$ cat src/rtl/axi4_sram_rd_slave_if.sv
// AXI4 read-address and read-data channel bundle shared by the SRAM read slave and its master.
interface axi4_sram_rd_slave_if #(
  parameter int A = 32,
  parameter int N = 8,
  parameter int I = 1
);
  logic [I-1:0]   arid;
  logic [A-1:0]   araddr;
  logic [7:0]     arlen;
  logic [2:0]     arsize;
  logic [1:0]     arburst;
  logic           arvalid;
  logic           arready;
  logic [I-1:0]   rid;
  logic [8*N-1:0] rdata;
  logic [1:0]     rresp;
  logic           rlast;
  logic           rvalid;
  logic           rready;

  modport master (
    output arid, araddr, arlen, arsize, arburst, arvalid, rready,
    input  arready, rid, rdata, rresp, rlast, rvalid
  );

  modport slave (
    input  arid, araddr, arlen, arsize, arburst, arvalid, rready,
    output arready, rid, rdata, rresp, rlast, rvalid
  );
endinterface

$ cat src/rtl/axi4_sram_rd_slave.sv
// AXI4 read slave over a 1-cycle-latency synchronous SRAM with a 2-entry credit-managed R FIFO.
// WRAP bursts are served only when AXI4_SRAM_RD_WRAP_EN is defined; otherwise they return SLVERR.
module axi4_sram_rd_slave #(
  parameter int A = 32,
  parameter int N = 8,
  parameter int I = 1
) (
  input  logic                   aclk,
  input  logic                   aresetn,
  axi4_sram_rd_slave_if.slave    bus,
  output logic [A-$clog2(N)-1:0] ram_addr,
  output logic                   ram_rd_en,
  input  logic [8*N-1:0]         ram_rdata
);
  localparam int S  = $clog2(N);
  localparam int DW = 8 * N;

  typedef enum logic {IDLE = 1'b0, BURST = 1'b1} state_t;

  function automatic logic [A-1:0] size_mask(input logic [2:0] size);
    return (A'(1) << size) - A'(1);
  endfunction

  function automatic logic [A-1:0] wrap_mask(input logic [7:0] len, input logic [2:0] size);
    return ((A'(len) + A'(1)) << size) - A'(1);
  endfunction

  function automatic logic [A-1:0] next_addr(input logic [A-1:0] addr, input logic [2:0] size,
                                              input logic [1:0] burst, input logic [7:0] len);
    logic [A-1:0] step;
    logic [A-1:0] wm;
    logic [A-1:0] nxt;
    step = A'(1) << size;
    wm   = wrap_mask(len, size);
    case (burst)
      2'b01:   nxt = (addr & ~size_mask(size)) + step;
      2'b10:   nxt = (addr & ~wm) | ((addr + step) & wm);
      default: nxt = addr;
    endcase
    return nxt;
  endfunction

  function automatic logic burst_err(input logic [2:0] size, input logic [1:0] burst,
                                     input logic wrap_ok);
    return (int'(size) > S) || (burst == 2'b11) || ((burst == 2'b10) && !wrap_ok);
  endfunction

  state_t         state_q, state_d;
  logic           arready_q;
  logic [7:0]     beat_cnt;
  logic [I-1:0]   id_q;
  logic [A-1:0]   addr_q;
  logic [7:0]     len_q;
  logic [2:0]     size_q;
  logic [1:0]     burst_q;
  logic           err_q;
  logic           vld_p0;
  logic [I-1:0]   id_p0;
  logic           last_p0;
  logic           err_p0;
  logic [I-1:0]   fifo_id   [2];
  logic [DW-1:0]  fifo_data [2];
  logic [1:0]     fifo_resp [2];
  logic           fifo_last [2];
  logic           wr_ptr, rd_ptr;
  logic [1:0]     count;
  logic           ar_hs, pop, issue, last_beat, rvalid, wrap_ok;
  logic [2:0]     credit;

`ifdef AXI4_SRAM_RD_WRAP_EN
  always_comb begin
    wrap_ok = (bus.arlen inside {8'd1, 8'd3, 8'd7, 8'd15}) &&
              ((bus.araddr & size_mask(bus.arsize)) == '0);
  end
`else
  assign wrap_ok = 1'b0;
`endif

  assign ar_hs     = bus.arvalid && arready_q;
  assign rvalid    = (count != 2'd0);
  assign pop       = rvalid && bus.rready;
  // Slots already committed (queued + in the SRAM pipe) less the one leaving this cycle.
  assign credit    = {1'b0, count} + {2'b00, vld_p0} - {2'b00, pop};
  assign last_beat = (beat_cnt == len_q);

  always_comb begin
    state_d = state_q;
    issue   = 1'b0;
    case (state_q)
      IDLE: begin
        if (ar_hs) state_d = BURST;
      end
      BURST: begin
        issue = (credit < 3'd2);
        if (issue && last_beat) state_d = IDLE;
      end
    endcase
  end

  always_ff @(posedge aclk or negedge aresetn) begin
    if (!aresetn) begin
      state_q   <= IDLE;
      arready_q <= 1'b0;
      beat_cnt  <= 8'd0;
      vld_p0    <= 1'b0;
      count     <= 2'd0;
      wr_ptr    <= 1'b0;
      rd_ptr    <= 1'b0;
    end else begin
      state_q   <= state_d;
      arready_q <= (state_d == IDLE);
      if (ar_hs)
        beat_cnt <= 8'd0;
      else if (issue)
        beat_cnt <= last_beat ? 8'd0 : beat_cnt + 8'd1;
      vld_p0 <= issue;
      if (vld_p0) wr_ptr <= ~wr_ptr;
      if (pop)    rd_ptr <= ~rd_ptr;
      count <= count + {1'b0, vld_p0} - {1'b0, pop};
    end
  end

  // Stage p0: beat issued to SRAM, metadata waits for ram_rdata.
  always_ff @(posedge aclk) begin
    if (ar_hs) begin
      id_q    <= bus.arid;
      addr_q  <= bus.araddr;
      len_q   <= bus.arlen;
      size_q  <= bus.arsize;
      burst_q <= bus.arburst;
      err_q   <= burst_err(bus.arsize, bus.arburst, wrap_ok);
    end else if (issue) begin
      addr_q  <= next_addr(addr_q, size_q, burst_q, len_q);
    end
    if (issue) begin
      id_p0   <= id_q;
      last_p0 <= last_beat;
      err_p0  <= err_q;
    end
    // Stage p1: SRAM word (or zeroed error slot) lands in the FIFO.
    if (vld_p0) begin
      fifo_id[wr_ptr]   <= id_p0;
      fifo_data[wr_ptr] <= err_p0 ? '0 : ram_rdata;
      fifo_resp[wr_ptr] <= err_p0 ? 2'b10 : 2'b00;
      fifo_last[wr_ptr] <= last_p0;
    end
  end

  assign bus.arready = arready_q;
  assign bus.rvalid  = rvalid;
  assign bus.rid     = rvalid ? fifo_id[rd_ptr]   : '0;
  assign bus.rdata   = rvalid ? fifo_data[rd_ptr] : '0;
  assign bus.rresp   = rvalid ? fifo_resp[rd_ptr] : 2'b00;
  assign bus.rlast   = rvalid ? fifo_last[rd_ptr] : 1'b0;
  assign ram_rd_en   = issue && !err_q;
  assign ram_addr    = (state_q == BURST) ? addr_q[A-1:S] : '0;
endmodule

$ cat src/flat_wrapper.sv
// flat-port wrapper written by rule: the top's interface ports become plain ports
module axi4_sram_rd_slave_flat 
#(
  parameter int A = 32,
  parameter int N = 8,
  parameter int I = 1
)
  (aclk, aresetn, ram_addr, ram_rd_en, ram_rdata, bus_arid, bus_araddr, bus_arlen, bus_arsize, bus_arburst, bus_arvalid, bus_rready, bus_arready, bus_rid, bus_rdata, bus_rresp, bus_rlast, bus_rvalid);
  axi4_sram_rd_slave_if #(.A(A), .N(N), .I(I)) bus_i ();
  input  logic aclk;
  input  logic aresetn;
  output logic [A-$clog2(N)-1:0] ram_addr;
  output logic ram_rd_en;
  input  logic [8*N-1:0] ram_rdata;
  input wire logic [$bits(bus_i.arid)-1:0] bus_arid;
  input wire logic [$bits(bus_i.araddr)-1:0] bus_araddr;
  input wire logic [$bits(bus_i.arlen)-1:0] bus_arlen;
  input wire logic [$bits(bus_i.arsize)-1:0] bus_arsize;
  input wire logic [$bits(bus_i.arburst)-1:0] bus_arburst;
  input wire logic [$bits(bus_i.arvalid)-1:0] bus_arvalid;
  input wire logic [$bits(bus_i.rready)-1:0] bus_rready;
  output wire logic [$bits(bus_i.arready)-1:0] bus_arready;
  output wire logic [$bits(bus_i.rid)-1:0] bus_rid;
  output wire logic [$bits(bus_i.rdata)-1:0] bus_rdata;
  output wire logic [$bits(bus_i.rresp)-1:0] bus_rresp;
  output wire logic [$bits(bus_i.rlast)-1:0] bus_rlast;
  output wire logic [$bits(bus_i.rvalid)-1:0] bus_rvalid;
  assign bus_i.arid = bus_arid;
  assign bus_i.araddr = bus_araddr;
  assign bus_i.arlen = bus_arlen;
  assign bus_i.arsize = bus_arsize;
  assign bus_i.arburst = bus_arburst;
  assign bus_i.arvalid = bus_arvalid;
  assign bus_i.rready = bus_rready;
  assign bus_arready = bus_i.arready;
  assign bus_rid = bus_i.rid;
  assign bus_rdata = bus_i.rdata;
  assign bus_rresp = bus_i.rresp;
  assign bus_rlast = bus_i.rlast;
  assign bus_rvalid = bus_i.rvalid;
  axi4_sram_rd_slave #(.A(A), .N(N), .I(I)) u_core (.aclk(aclk), .aresetn(aresetn), .bus(bus_i), .ram_addr(ram_addr), .ram_rd_en(ram_rd_en), .ram_rdata(ram_rdata));
endmodule
$ cat config.mk
export PLATFORM = sky130hd
export DESIGN_NAME = axi4_sram_rd_slave_flat
export DESIGN_NICKNAME = d
export VERILOG_FILES = /design/src/rtl/axi4_sram_rd_slave_if.sv /design/src/rtl/axi4_sram_rd_slave.sv /design/src/flat_wrapper.sv
export SDC_FILE = /design/constraint.sdc
export NUM_CORES = 1
export LEC_CHECK = 0
export BUFFER_PORTS_ARGS = -buffer_cell sky130_fd_sc_hd__buf_4
export CAP_MARGIN = 25
export CORE_MARGIN = 3
export CORE_UTILIZATION = 60
export DETAILED_ROUTE_END_ITERATION = 12
export PLACE_DENSITY = 0.85
export SLEW_MARGIN = 20
export SYNTH_ARGS = -nofsm -noshare
export SYNTH_HDL_FRONTEND = slang
export SYNTH_SLANG_ARGS = --single-unit
$ cat constraint.sdc
create_clock -name aclk -period 5.6 [get_ports aclk]
set_clock_uncertainty 0.05 [all_clocks]
set_input_delay 0 -clock aclk [delete_from_list [all_inputs] [get_ports aclk]]
set_output_delay 0 -clock aclk [all_outputs]
set_load 0.01 [all_outputs]
== Yosys cells after proc, flatten, opt, wreduce, memory -nomap -nowiden ==
Memory sizes are Yosys's and may differ from the RTL's.
Cells that the tools add are included.
Word-level totals
  bits in registers: 65
  memory bits (writable): 136
  output and inout port bits: 100
  logic and storage cells: 79
  memories kept: 4
Cells by class
  add/subtract/negate cells: 10
  magnitude comparators: 2
  equality and inequality tests: 5
  shifts and indexed selects: 2
  muxes and demuxes: 19
  bitwise gates (word level): 10
  reduce and logical (&&, ||, !) cells: 11
Memories
  u_core.fifo_data: depth 2, bits a word 64, rd ports 1, clocked after memory_dff 0, wr ports 1, RTL line axi4_sram_rd_slave.sv:62  | logic [DW-1:0] fifo_data [2];
  u_core.fifo_resp: depth 2, bits a word 2, rd ports 1, clocked after memory_dff 0, wr ports 1, RTL line axi4_sram_rd_slave.sv:63  | logic [1:0] fifo_resp [2];
  u_core.fifo_id: depth 2, bits a word 1, rd ports 1, clocked after memory_dff 0, wr ports 1, RTL line axi4_sram_rd_slave.sv:61  | logic [I-1:0] fifo_id [2];
  u_core.fifo_last: depth 2, bits a word 1, rd ports 1, clocked after memory_dff 0, wr ports 1, RTL line axi4_sram_rd_slave.sv:64  | logic fifo_last [2];
Operator list (number)
  $mux 64: 2
  $and 32x32->32: 3
  $add 32x32->32: 2
  $mux 32: 2
  $not 32->32: 2
  $pmux 32 s2: 1
  $or 32x32->32: 1
  $shl 1x3->32 const A: 1
  $shl 32x3->32: 1
  $sub 32x1->32 const B: 1
  $sub 32x2->32 const B: 1
  $mux 29: 1
  $mux 8: 3
  $add 8x1->9 const B: 1
  $add 8x1->8 const B: 1
  $eq 8x8->1: 1
  $mux 1: 7
  $eq 2x2->1 const B: 3
  $logic_and 1x1->1: 4
  $mux 2: 2
  $not 1->1: 4
  $reduce_bool 2->1: 2
  $add 2x1->3: 1
  $gt 3x2->1 const B: 1
  other kinds (10): 11

== Longest topological paths before layout ==
  depth in word-level cells: 9
  depth in mapped cells: 17

== Worst setup path after synthesis ==
OpenSTA, ideal clock, no wires.
  kind: reg-to-reg
  start: reg u_core.vld_p0
  end: mem u_core.fifo_data[0][0] (netlist bit), enable pin
  library setup time: 0.492 ns
  arrival: 3.215 ns
  data required time: 5.058 ns
  setup slack: 1.843 ns
  cell stages (with the launch flop): 3
  clock period less this slack: 3.757 ns
  cell sequence: dfrtp_1 > inv_1 > nor2_1
Between the ends
  longest elaborated chain between the ends: 2
RTL lines
  start, declared: RTL line axi4_sram_rd_slave.sv:57  | logic vld_p0;
  start signal, assigned: RTL line axi4_sram_rd_slave.sv:116  | vld_p0 <= issue;
  $mux 1: RTL line axi4_sram_rd_slave.sv:141  | if (vld_p0) begin
  $mux 1: RTL line axi4_sram_rd_slave.sv:143  | fifo_data[wr_ptr] <= err_p0 ? '0 : ram_rdata;
  end, declared: RTL line axi4_sram_rd_slave.sv:62
No other way between the ends.

==> impl_metrics.csv <==
group,metric,value,unit
synthesis,synth-main-ff-cell,"edfxtp_1",
finish,drive_gt1_frac,0.210,
global_routing,grt_first_pass_wirelength,52.3,mm
clock_network,path_clk_slew,0.08,ns
global_routing,track_usage,0.305,
synthesis,synth_nets,1253,
finish,regArea,0.00590,mm2
routing,top_layer,"met4",
sta,min_period,4.26,ns
power,powerDensity,450,mW/mm2
synthesis,synthCells,1118,
routing,wl_met1,12.6,mm
synthesis,ys_warn_count,0,
clock_network,post_cts_resize_count,0,
critical_path,cp_slowest_cell,"edfxtp_1",
finish,final_util,0.799,
placement,routabilityCongestion,0.906,
sta,post-route-period-util,0.761,
sta,hold_violations,0,
synthesis,ys_seq_area_frac,0.501,
power,p_leak,0.00593,uW
outcome,outcome,"finished clean",
floorplanning,start_util,0.619,
routing,drc,0,
floorplanning,die_height,146,um
routing,wl_per_cell,20.0,um
finish,multiInputGateArea,0.00537,mm2
sta,holdWs,0.221,ns
synthesis,synth.distinct_cells,89,
placement,dpl.hpwl,20.4,mm
sta,rsz0062_at_grt,"no",
placement,placed_cell_area,0.0134,mm2
critical_path,start_kind,"flip-flop",
placement,portBuffers,212,
flow_run,cap_violations,0,
clock_network,post_cts_buffers,0,
critical_path,crit_type,"reg -> reg",
power,ir_drop,0.276,mV
global_routing,grt_pass1_vias,9880,
floorplanning,dieArea,0.0213,mm2
routing,drt-initial-drc-count,922,
finish,syn2layout_area_growth,29.0,%
global_routing,antenna_found_initial,0,
clock_network,cts_buffers,17,
clock_network,clock_latency,0.44,ns
critical_path,cp.arrival,4.52,ns
critical_path,crit_path_end_kind,"flip-flop",
sta,relSlewSlack,0.317,
critical_path,crit_chain,"buf_4 > mux2_2 > o211ai_1 > a211oi_1 > a31oi_1 > a32oi_1 > nor3b_2 > nand2_1 > nor3b_1 > ha_1 > nand2_1 > a21oi_1 > o21ai_0 > o311ai_0 > o22a_1",
floorplanning,die_w,146,um
min_path,hold_path.class,"in -> reg",
floorplanning,core,0.0190,mm2
clock_network,clockRootBuffer,"clkbuf_16",
floorplanning,num_rows,50,
sta,slew_viol_final,0,
routing,met2WireLength,16.9,mm
sta,setup_viol,0,
clock_network,cts.sinks,199,
critical_path,path_max_fanout,24,
critical_path,cp_slowest_stage_delay,0.79,ns
sta,fin_tns_setup,0,ns
clock_network,tritoncts,"yes",
global_routing,grt_overflow,0,
critical_path,path_common_cell,"nand2_1",
global_routing,grt_max_degree,68,
finish,fin_area,0.0152,mm2
floorplanning,io_pins,214,
routing,drt-total-wl,33.5,mm
routing,vias,9993,
synthesis,syn_area,0.0118,mm2
finish,fillers,1110,
synthesis,synth.avg_cell_area,10.5,um2
synthesis,ys_async_sr_fraction,0.0754,
critical_path,required,5.86,ns
routing,first_pass_iters,5,
clock_network,h-tree-depth,4,
finish,instances_no_fill,1675,
clock_network,clk_path_buf_depth,2,
sta,fmax,235,MHz
synthesis,ys_ff_latch,199,
synthesis,synth_edf_count,184,
finish,fin_nets,1536,
routing,ant_nets,0,
placement,place_inst,1529,
routing,wl_met3,2.78,mm
sta,worstMarginPinSlew,1.02,ns
routing,route.detailed.vias_per_inst,5.97,
[Yosys cell counts (15+ instances only)]
cell type | instances | share of area
xnor2_1 | 46 | 0.034
and2_1 | 41 | 0.022
a21oi_1 | 66 | 0.028
clkbuf_1 | 40 | 0.013
nand3_1 | 28 | 0.012
xor2_1 | 36 | 0.027
mux2i_1 | 71 | 0.060
nor3_1 | 20 | 0.0085
ha_1 | 19 | 0.020
o21ai_0 | 42 | 0.018
nor2b_1 | 72 | 0.038
dfrtp_1 | 15 | 0.032
edfxtp_1 | 184 | 0.47
inv_1 | 30 | 0.0096
nor2_1 | 119 | 0.038
nand2_1 | 70 | 0.022
[layer usage]
metal | GRT usage | vias up
met3 | 0.0590 | 95
met2 | 0.541 | 539
li1 | - | 4582
met5 | 0 | -
met1 | 0.376 | 4777
met4 | 0.103 | 0
[per-stage QoR]
step	total power [uW]	setup slack (ns)
floorplan	4270	1.84
global route	7160	1.01
CTS	6740	1.43
global placement	5300	1.75
detailed placement	5390	1.55
finish	6830	1.34
[cells by family (layout without fill, tap and decap cells)]
group	count (synthesis)	count (layout)	synth area share
AOI/OAI and AO/OA	206	206	0.116
xor gates and xnor gates	82	82	0.0610
adders and majority gates	22	22	0.0244
buffers and inverters	107	403	0.0443
DFF	199	199	0.501
muxes	74	74	0.0632
other	1	2	0.000318
and+or+nand+nor	427	427	0.190
[repair_timing]
action	4_1_cts	5_1_grt
hold endpoints to repair	191	0
setup endpoints to repair	0	0
hold buffers	113	0
[worst max-delay path: cells and delay by family (launching register included)]
kind            cells  cell delay (ns)
mux                 1             0.36
fa+ha+maj           1             0.21
flops               1             0.79
simple gates        4             0.96
compound gates      8             1.42
buf+inv             1             0.35
[path summary, 6_finish.rpt]
check                                  from                  to  slack, ns  cells past startpoint
hold / removal                 bus_arlen[0]     u_core.len_q[0]       0.22                      2
hold reg to reg                 u_core.id_q        u_core.id_p0       0.40                      0
min in group asynchronous           aresetn  u_core.beat_cnt[3]       0.65                      3
max in group asynchronous           aresetn       u_core.rd_ptr       4.31                      3
setup reg to reg           u_core.size_q[0]           flip-flop       1.34                     15
setup / recovery           u_core.size_q[0]           flip-flop       1.34                     15
[placed cells by master, fill, tap and decap left out, drive strengths merged, types with 40 or more instances in the layout]
master | Yosys | final
edfxtp | 184 | 184
nor2 | 119 | 119
xnor2 | 46 | 46
nor2b | 72 | 72
buf | 26 | 226
mux2i | 71 | 71
dlygate4sd3 | 1 | 113
and2 | 42 | 42
nand2 | 70 | 70
inv | 32 | 40
a21oi | 66 | 66
o21ai | 50 | 50
[power breakdown]
part / switching (uW) / internal, uW / leakage (uW)
Sequential: 331 / 2170 / 0.00190
Clock: 645 / 660 / 0.000310
Combinational: 1730 / 1300 / 0.00372
Total: 2700 / 4130 / 0.00593
[area by class of cell]
type	count	area share
Antenna cell	1	0.000165
Clock buffer	17	0.0280
Clock inverter	15	0.0140
Inverter	32	0.00791
Multi-Input combinational cell	812	0.354
Sequential cell	199	0.389
Tap cell	260	0.0214
Timing Repair Buffer	339	0.186
Power figures use the tool's default switching activity.
